--- src/rtl/uart_tx.sv ---
// uart_tx: byte-wide UART transmitter with a small transmit FIFO.
//
// Bytes written with tx_stb_i are queued in a FIFO_DEPTH-entry FIFO and sent
// as 8N1 frames (start, 8 data bits LSB first, stop), each bit lasting
// CLKS_PER_BIT clock cycles.  Queued bytes go out back to back with no idle
// gap between one stop bit and the next start bit.
//
// Optional feature: define UART_TX_PARITY_EN to add an even-parity bit
// between the data bits and the stop bit (11-bit frame).
//
// Ports:
//   clk_i      single clock, rising edge
//   rst_i      synchronous active-high reset
//   tx_dat_i   byte to queue
//   tx_stb_i   write strobe, one byte per high cycle; dropped when full
//   tx_full_o  FIFO holds FIFO_DEPTH entries (registered)
//   tx_level_o FIFO occupancy (registered)
//   tx_busy_o  FIFO non-empty or a frame in progress (registered)
//   tx_o       serial line, idle high (registered)
module uart_tx #(
   parameter int CLKS_PER_BIT = 868,
   parameter int FIFO_DEPTH   = 4
) (
   input  logic                        clk_i,
   input  logic                        rst_i,
   input  logic [7:0]                  tx_dat_i,
   input  logic                        tx_stb_i,
   output logic                        tx_full_o,
   output logic [$clog2(FIFO_DEPTH):0] tx_level_o,
   output logic                        tx_busy_o,
   output logic                        tx_o
);

   localparam int AW = $clog2(FIFO_DEPTH);
   localparam int LW = AW + 1;
   localparam logic [15:0]   BAUD_LAST  = 16'(CLKS_PER_BIT - 1);
   localparam logic [LW-1:0] LEVEL_FULL = LW'(FIFO_DEPTH);

   localparam logic [2:0] ST_IDLE   = 3'd0;
   localparam logic [2:0] ST_START  = 3'd1;
   localparam logic [2:0] ST_DATA   = 3'd2;
   localparam logic [2:0] ST_STOP   = 3'd4;
`ifdef UART_TX_PARITY_EN
   localparam logic [2:0] ST_PARITY = 3'd3;

   // Even parity: the bit that makes the total number of ones even.
   function automatic logic even_parity(input logic [7:0] d);
      return ^d;
   endfunction
`endif

   logic [7:0]    mem_r [FIFO_DEPTH];
   logic [AW-1:0] wr_ptr_r, rd_ptr_r;
   logic [LW-1:0] level_r, level_nxt_s;
   logic          full_r, busy_r, busy_nxt_s;
   logic [2:0]    state_r, state_nxt_s;
   logic [15:0]   baud_r, baud_nxt_s;
   logic [2:0]    bit_r, bit_nxt_s;
   logic [7:0]    shift_r, shift_nxt_s;
   logic          tx_r, tx_nxt_s;
   logic          push_s, pop_s, baud_end_s;
   logic [7:0]    head_s;
`ifdef UART_TX_PARITY_EN
   logic          par_r;
`endif

   // Full is the registered flag, so a strobe while full is dropped even if
   // a pop happens in the same cycle.
   assign push_s      = tx_stb_i & ~full_r & ~rst_i;
   assign head_s      = mem_r[rd_ptr_r];
   assign baud_end_s  = (baud_r == BAUD_LAST);
   assign level_nxt_s = level_r + LW'(push_s) - LW'(pop_s);
   assign busy_nxt_s  = (level_nxt_s != {LW{1'b0}}) | (state_nxt_s != ST_IDLE);

   // Frame sequencer: next state, baud/bit counters, shift register, line.
   always_comb begin
      state_nxt_s = state_r;
      baud_nxt_s  = baud_r + 16'd1;
      bit_nxt_s   = bit_r;
      shift_nxt_s = shift_r;
      tx_nxt_s    = tx_r;
      pop_s       = 1'b0;
      case (state_r)
         ST_IDLE: begin
            baud_nxt_s = 16'd0;
            if (level_r != {LW{1'b0}}) begin
               pop_s       = 1'b1;
               shift_nxt_s = head_s;
               state_nxt_s = ST_START;
               tx_nxt_s    = 1'b0;
            end else begin
               tx_nxt_s    = 1'b1;
            end
         end
         ST_START: begin
            if (baud_end_s) begin
               // First data bit leaves the shifter on entry to DATA.
               state_nxt_s = ST_DATA;
               baud_nxt_s  = 16'd0;
               bit_nxt_s   = 3'd0;
               tx_nxt_s    = shift_r[0];
               shift_nxt_s = {1'b0, shift_r[7:1]};
            end else begin
               state_nxt_s = ST_START;
            end
         end
         ST_DATA: begin
            if (baud_end_s) begin
               baud_nxt_s = 16'd0;
               if (bit_r == 3'd7) begin
                  bit_nxt_s   = 3'd0;
`ifdef UART_TX_PARITY_EN
                  state_nxt_s = ST_PARITY;
                  tx_nxt_s    = par_r;
`else
                  state_nxt_s = ST_STOP;
                  tx_nxt_s    = 1'b1;
`endif
               end else begin
                  bit_nxt_s   = bit_r + 3'd1;
                  tx_nxt_s    = shift_r[0];
                  shift_nxt_s = {1'b0, shift_r[7:1]};
               end
            end else begin
               state_nxt_s = ST_DATA;
            end
         end
`ifdef UART_TX_PARITY_EN
         ST_PARITY: begin
            if (baud_end_s) begin
               state_nxt_s = ST_STOP;
               baud_nxt_s  = 16'd0;
               tx_nxt_s    = 1'b1;
            end else begin
               state_nxt_s = ST_PARITY;
            end
         end
`endif
         ST_STOP: begin
            if (baud_end_s) begin
               baud_nxt_s = 16'd0;
               // Chain straight into the next start bit when data is waiting.
               if (level_r != {LW{1'b0}}) begin
                  pop_s       = 1'b1;
                  shift_nxt_s = head_s;
                  state_nxt_s = ST_START;
                  tx_nxt_s    = 1'b0;
               end else begin
                  state_nxt_s = ST_IDLE;
                  tx_nxt_s    = 1'b1;
               end
            end else begin
               state_nxt_s = ST_STOP;
            end
         end
         default: begin
            state_nxt_s = ST_IDLE;
            baud_nxt_s  = 16'd0;
            bit_nxt_s   = 3'd0;
            tx_nxt_s    = 1'b1;
         end
      endcase
   end

   // FIFO storage; validity is tracked by the pointers and level, so the
   // array itself needs no reset.
   always_ff @(posedge clk_i) begin
      if (push_s) begin
         mem_r[wr_ptr_r] <= tx_dat_i;
      end
   end

   // Control state and registered outputs.
   always_ff @(posedge clk_i) begin
      if (rst_i) begin
         state_r  <= ST_IDLE;
         baud_r   <= 16'd0;
         bit_r    <= 3'd0;
         shift_r  <= 8'h00;
         tx_r     <= 1'b1;
         wr_ptr_r <= {AW{1'b0}};
         rd_ptr_r <= {AW{1'b0}};
         level_r  <= {LW{1'b0}};
         full_r   <= 1'b0;
         busy_r   <= 1'b0;
      end else begin
         state_r  <= state_nxt_s;
         baud_r   <= baud_nxt_s;
         bit_r    <= bit_nxt_s;
         shift_r  <= shift_nxt_s;
         tx_r     <= tx_nxt_s;
         wr_ptr_r <= push_s ? wr_ptr_r + AW'(1) : wr_ptr_r;
         rd_ptr_r <= pop_s  ? rd_ptr_r + AW'(1) : rd_ptr_r;
         level_r  <= level_nxt_s;
         full_r   <= (level_nxt_s == LEVEL_FULL);
         busy_r   <= busy_nxt_s;
      end
   end

`ifdef UART_TX_PARITY_EN
   // Parity of the byte being sent, captured as it is popped.
   always_ff @(posedge clk_i) begin
      if (rst_i) begin
         par_r <= 1'b0;
      end else if (pop_s) begin
         par_r <= even_parity(head_s);
      end else begin
         par_r <= par_r;
      end
   end
`endif

   assign tx_o       = tx_r;
   assign tx_full_o  = full_r;
   assign tx_level_o = level_r;
   assign tx_busy_o  = busy_r;

endmodule

--- config.mk ---
export PLATFORM = sky130hd
export DESIGN_NAME = uart_tx
export DESIGN_NICKNAME = d
export VERILOG_FILES = /design/src/rtl/uart_tx.sv
export SDC_FILE = /design/constraint.sdc
export NUM_CORES = 1
export LEC_CHECK = 0
export ABC_AREA = 1
export BUFFER_PORTS_ARGS = -buffer_cell sky130_fd_sc_hd__buf_4
export CORE_MARGIN = 5
export CORE_UTILIZATION = 37
export CTS_BUF_LIST = sky130_fd_sc_hd__clkbuf_4 sky130_fd_sc_hd__clkbuf_8 sky130_fd_sc_hd__clkbuf_16
export DETAILED_ROUTE_END_ITERATION = 12
export SLEW_MARGIN = 10
export SYNTH_ARGS = -nofsm -noshare
export SYNTH_HDL_FRONTEND = slang
export SYNTH_SLANG_ARGS = --single-unit
--- constraint.sdc ---
create_clock -name clk_i -period 2.8 [get_ports clk_i]
set_input_delay 0.28 -clock clk_i [delete_from_list [all_inputs] [get_ports clk_i]]
set_output_delay 0.28 -clock clk_i [all_outputs]
set_load 0.005 [all_outputs]
==> results.md <==
* Area of the multi-input gates at between 1000 and 1500 um2
* Worst-Skew Late Latency at between 0.3 and 0.4 ns
* # Max-Cap Violations at 0
* Layout cells sized above 1 at between 15 and 20%
* Critical Path AT at 2.78 ns
* Grt met3 use at 3.49%
* Final period utilization at between 90% and 100%
* Pint at 2.24 mW
* DR iter-0 viols at ~160
* Layout Cells excl Fill at 534
* Routing usage on met2 at 20.0%
* Final worst setup slack at 0.248 ns
* Die Y-Extent at 107 um
* Pwr/cell area at 873 nW/um2
* CTS tree: yes
* Nets@finish at approximately 440
* Sw Share at about 35%
* CTS Sinks at 74
* Via count at 2506
* Syn Nets at about 420
* Final Total Pwr at 3.47 mW
* Setup Viol. Count Final at 0
* Status: finished clean
* CP max FO at 5
* Syn Area/Cell at around 8.8 um2
* Normalized max-slew margin at 47.9%
* Register area at around 1800 um2
* WS Path Type: flop to flop
* Synth Instances at about 400
* GPL Wtd Cong at 0.777
* Peak VDD IR at 418 uV
* Yosys top cell by area: edfxtp_1
* WL final at 6270 um
* Antenna violations before repair at 0
* Core area at 9200 um2
* Placed instance count at 517
* Sequential power share at 39.9%
* Starting Density at 37.9%
* Critical Path RT at 3.03 ns
* Slew Limit Fails at 0
* Ys Warns at 0
* GR Util All Layers at 12.0%
* Routed Antenna Nets at 0
* Synth Cell Area at around 3500 um2
* Dpl hpwl at 4460 um
* Root buf cell: clkbuf_8
* Placed cell area at 3710 um2
* Rows at 35
* First-pass iteration count of the detailed router at 4
* Clock power share at a little over a quarter
* Hold buffer count at CTS at 0
* RSZ-0062 raised after global routing: no
* Largest net degree at the start of global routing at 18
* TNS Setup at 0 ns
* Comb pwr share at 33.3%
* HP Class: primary input to flop
* Flip-flop and latch count after synthesis at 74
* Port buffer count at 16
* Area Growth Syn to Fin at 14.1%
* Total gr overflow at 0
* # diodes at 0
* DR vias/cell at 4.69
* Psw at roughly 1.2 mW
* Vias in the first global route at 2365
* Htree depth at 3
* Die width at approximately 110 um
* GR Util met1 at approximately 15%
* Final instance area at 3970 um2
* Sequential area share after synthesis at 51.7%
* Global route hottest layer: met2
* Static leakage at about 1.7 nW
* Worst slack at placement at 0.0788 ns
* F_max at 392 MHz
* Final min period at around 2.6 ns
* Number of fill cells at 903
* Worst-Margin Slew at 0.778 ns
* # DRC at 0
* Average wire per standard cell at 11.7 um
* CP endpoint kind: flop
* CP Launch Type: flop
* Top cell type's share of synthesized area at 27.6%
* Final Hold Fails at 0
* Clock Skew at approximately 0.011 ns
* Number of CTS-inserted buffers at 9
* Ports at 17
* Die ar. at 11500 um2
* Synth area leaders: edfxtp_1 (28%), dfxtp_1 (24%), nand2_1 (10%)
* Clock Pin Slew Worst Setup and Hold Paths at 0.09 ns
* Yosys cell types at 38
* Clock Path Buffers at 2
* First-pass GRT wire length at 10900 um
[layer usage]
layer	vias up	share of wire, %	routed length (um)
met2	37	49	3060
met1	1148	46	2910
met3	8	3.5	220
met5	-	0	0
li1	1313	-	-
met4	0	1.3	83
[worst paths after layout]
| path | start | endpoint | slack, ns | depth (start not counted) |
|---|---|---|---|---|
| max reg2reg | baud_r[0] | tx_busy_o | 0.25 | 17 |
| min | tx_dat_i[6] | mem_r[2][6] | 0.13 | 1 |
| max | baud_r[0] | tx_busy_o | 0.25 | 17 |
| min reg2reg | baud_r[0] | baud_r[0] | 0.45 | 1 |
[logic make-up after synthesis]
logic type | count (synthesis) | synth area share [%]
adders and majority gates | 10 | 3.81
buffers and inverters | 59 | 7.65
and+or+nand+nor | 225 | 31.4
DFF | 74 | 51.7
AOI/OAI and AO/OA | 20 | 3.41
xor gates and xnor gates | 8 | 2.01
[state kept, by name, summed over array words and instances (netlist names), named ones only]
| name | count |
|---|---|
| baud_r | 16 |
| bit_r | 3 |
| mem_r | 32 |
| rd_ptr_r | 2 |
| shift_r | 8 |
| state_r | 3 |
| tx_busy_o | 1 |
| tx_full_o | 1 |
| tx_level_o | 3 |
| tx_o | 1 |
| wr_ptr_r | 2 |
[layout by cell type, fill, tap and decap left out, types with 2 or more instances in the layout]
| master | netlist | routed |
|---|---|---|
| xor2_1 | 5 | 5 |
| or2_2 | 3 | 3 |
| nor2_4 | 2 | 2 |
| nor2_8 | 2 | 2 |
| bufinv_16 | 0 | 2 |
| nand2_2 | 2 | 4 |
| nand3_1 | 42 | 41 |
| edfxtp_1 | 32 | 32 |
| clkbuf_8 | 0 | 9 |
| a21oi_1 | 10 | 10 |
| inv_2 | 4 | 5 |
| dfxtp_2 | 0 | 3 |
| nand2_4 | 4 | 4 |
| nor2_2 | 4 | 6 |
| nand3b_1 | 9 | 9 |
| nand2_1 | 93 | 91 |
| nand4_1 | 4 | 4 |
| inv_1 | 43 | 42 |
| ha_1 | 9 | 8 |
| xnor2_1 | 3 | 3 |
| buf_4 | 1 | 20 |
| nor3_2 | 2 | 2 |
| clkinv_4 | 2 | 3 |
| nor3_1 | 3 | 3 |
| inv_6 | 0 | 3 |
| o21ai_0 | 6 | 6 |
| dfxtp_1 | 42 | 38 |
| nor2_1 | 51 | 49 |
[what timing repair did]
item,in CTS,in global routing
endpoints found under the setup margin,0,2
buffers inserted,0,1
endpoints found under the hold margin,0,0
gates resized for setup,0,13
[metrics by stage]
stage	util (%)	hold slack (ns)
after CTS	42.7	0.106
after detailed placement	40.3	0.444
after global placement	40.3	0.430
after global routing	43.2	0.104
after floorplan	-	0.379
final	43.2	0.126
[critical path, cell delays in order (launching register included)]
cell	delay, ns
dfxtp_4	0.37
ha_4	0.14
nand3_2	0.09
nor2_4	0.14
nand2_4	0.09
nand2_1	0.10
nand2_2	0.07
inv_2	0.07
ha_1	0.22
inv_1	0.05
ha_1	0.12
inv_1	0.05
fa_1	0.50
inv_1	0.06
nor2_1	0.08
nand3_1	0.09
o21bai_1	0.14
nand3_1	0.07
[Yosys cell counts]
| cell | count |
|---|---|
| nand2_1 | 93 |
| nor2_1 | 51 |
| inv_1 | 43 |
| dfxtp_1 | 42 |
| nand3_1 | 42 |
| edfxtp_1 | 32 |
| a21oi_1 | 10 |
| ha_1 | 9 |
| nand3b_1 | 9 |
| o21ai_0 | 6 |
| buf_2 | 5 |
| xor2_1 | 5 |
| inv_2 | 4 |
| nand2_4 | 4 |
| nand4_1 | 4 |
| nor2_2 | 4 |
| nor3_1 | 3 |
| or2_2 | 3 |
| xnor2_1 | 3 |
| clkinv_4 | 2 |
| nand2_2 | 2 |
| nor2_4 | 2 |
| nor2_8 | 2 |
| nor3_2 | 2 |
| a21oi_2 | 1 |
| and2_1 | 1 |
| buf_1 | 1 |
| buf_4 | 1 |
| buf_8 | 1 |
| bufinv_8 | 1 |
| clkbuf_1 | 1 |
| fa_1 | 1 |
| nand2_8 | 1 |
| nand3_4 | 1 |
| nor4_1 | 1 |
| o21ai_4 | 1 |
| o21bai_1 | 1 |
| o22ai_1 | 1 |
[cell type report]
class | count | share of cell area, %
multi-input combinational | 263 | 36.3
timing repair buffer | 20 | 3.78
inverter | 50 | 5.32
clock inverter | 7 | 2.49
tap | 111 | 3.49
clock buffer | 9 | 3.12
sequential | 74 | 45.5
[power by group through the flow]
stage / logic [mW] / registers (mW) / clock network, mW
after floorplan: 0.918 / 1.38 / 0
after global placement: 1.14 / 1.40 / 0
after detailed placement: 1.16 / 1.41 / 0
after CTS: 1.17 / 1.38 / 0.958
final: 1.16 / 1.38 / 0.930
after global routing: 1.34 / 1.41 / 1.01
(Power assumes the default switching activity.)
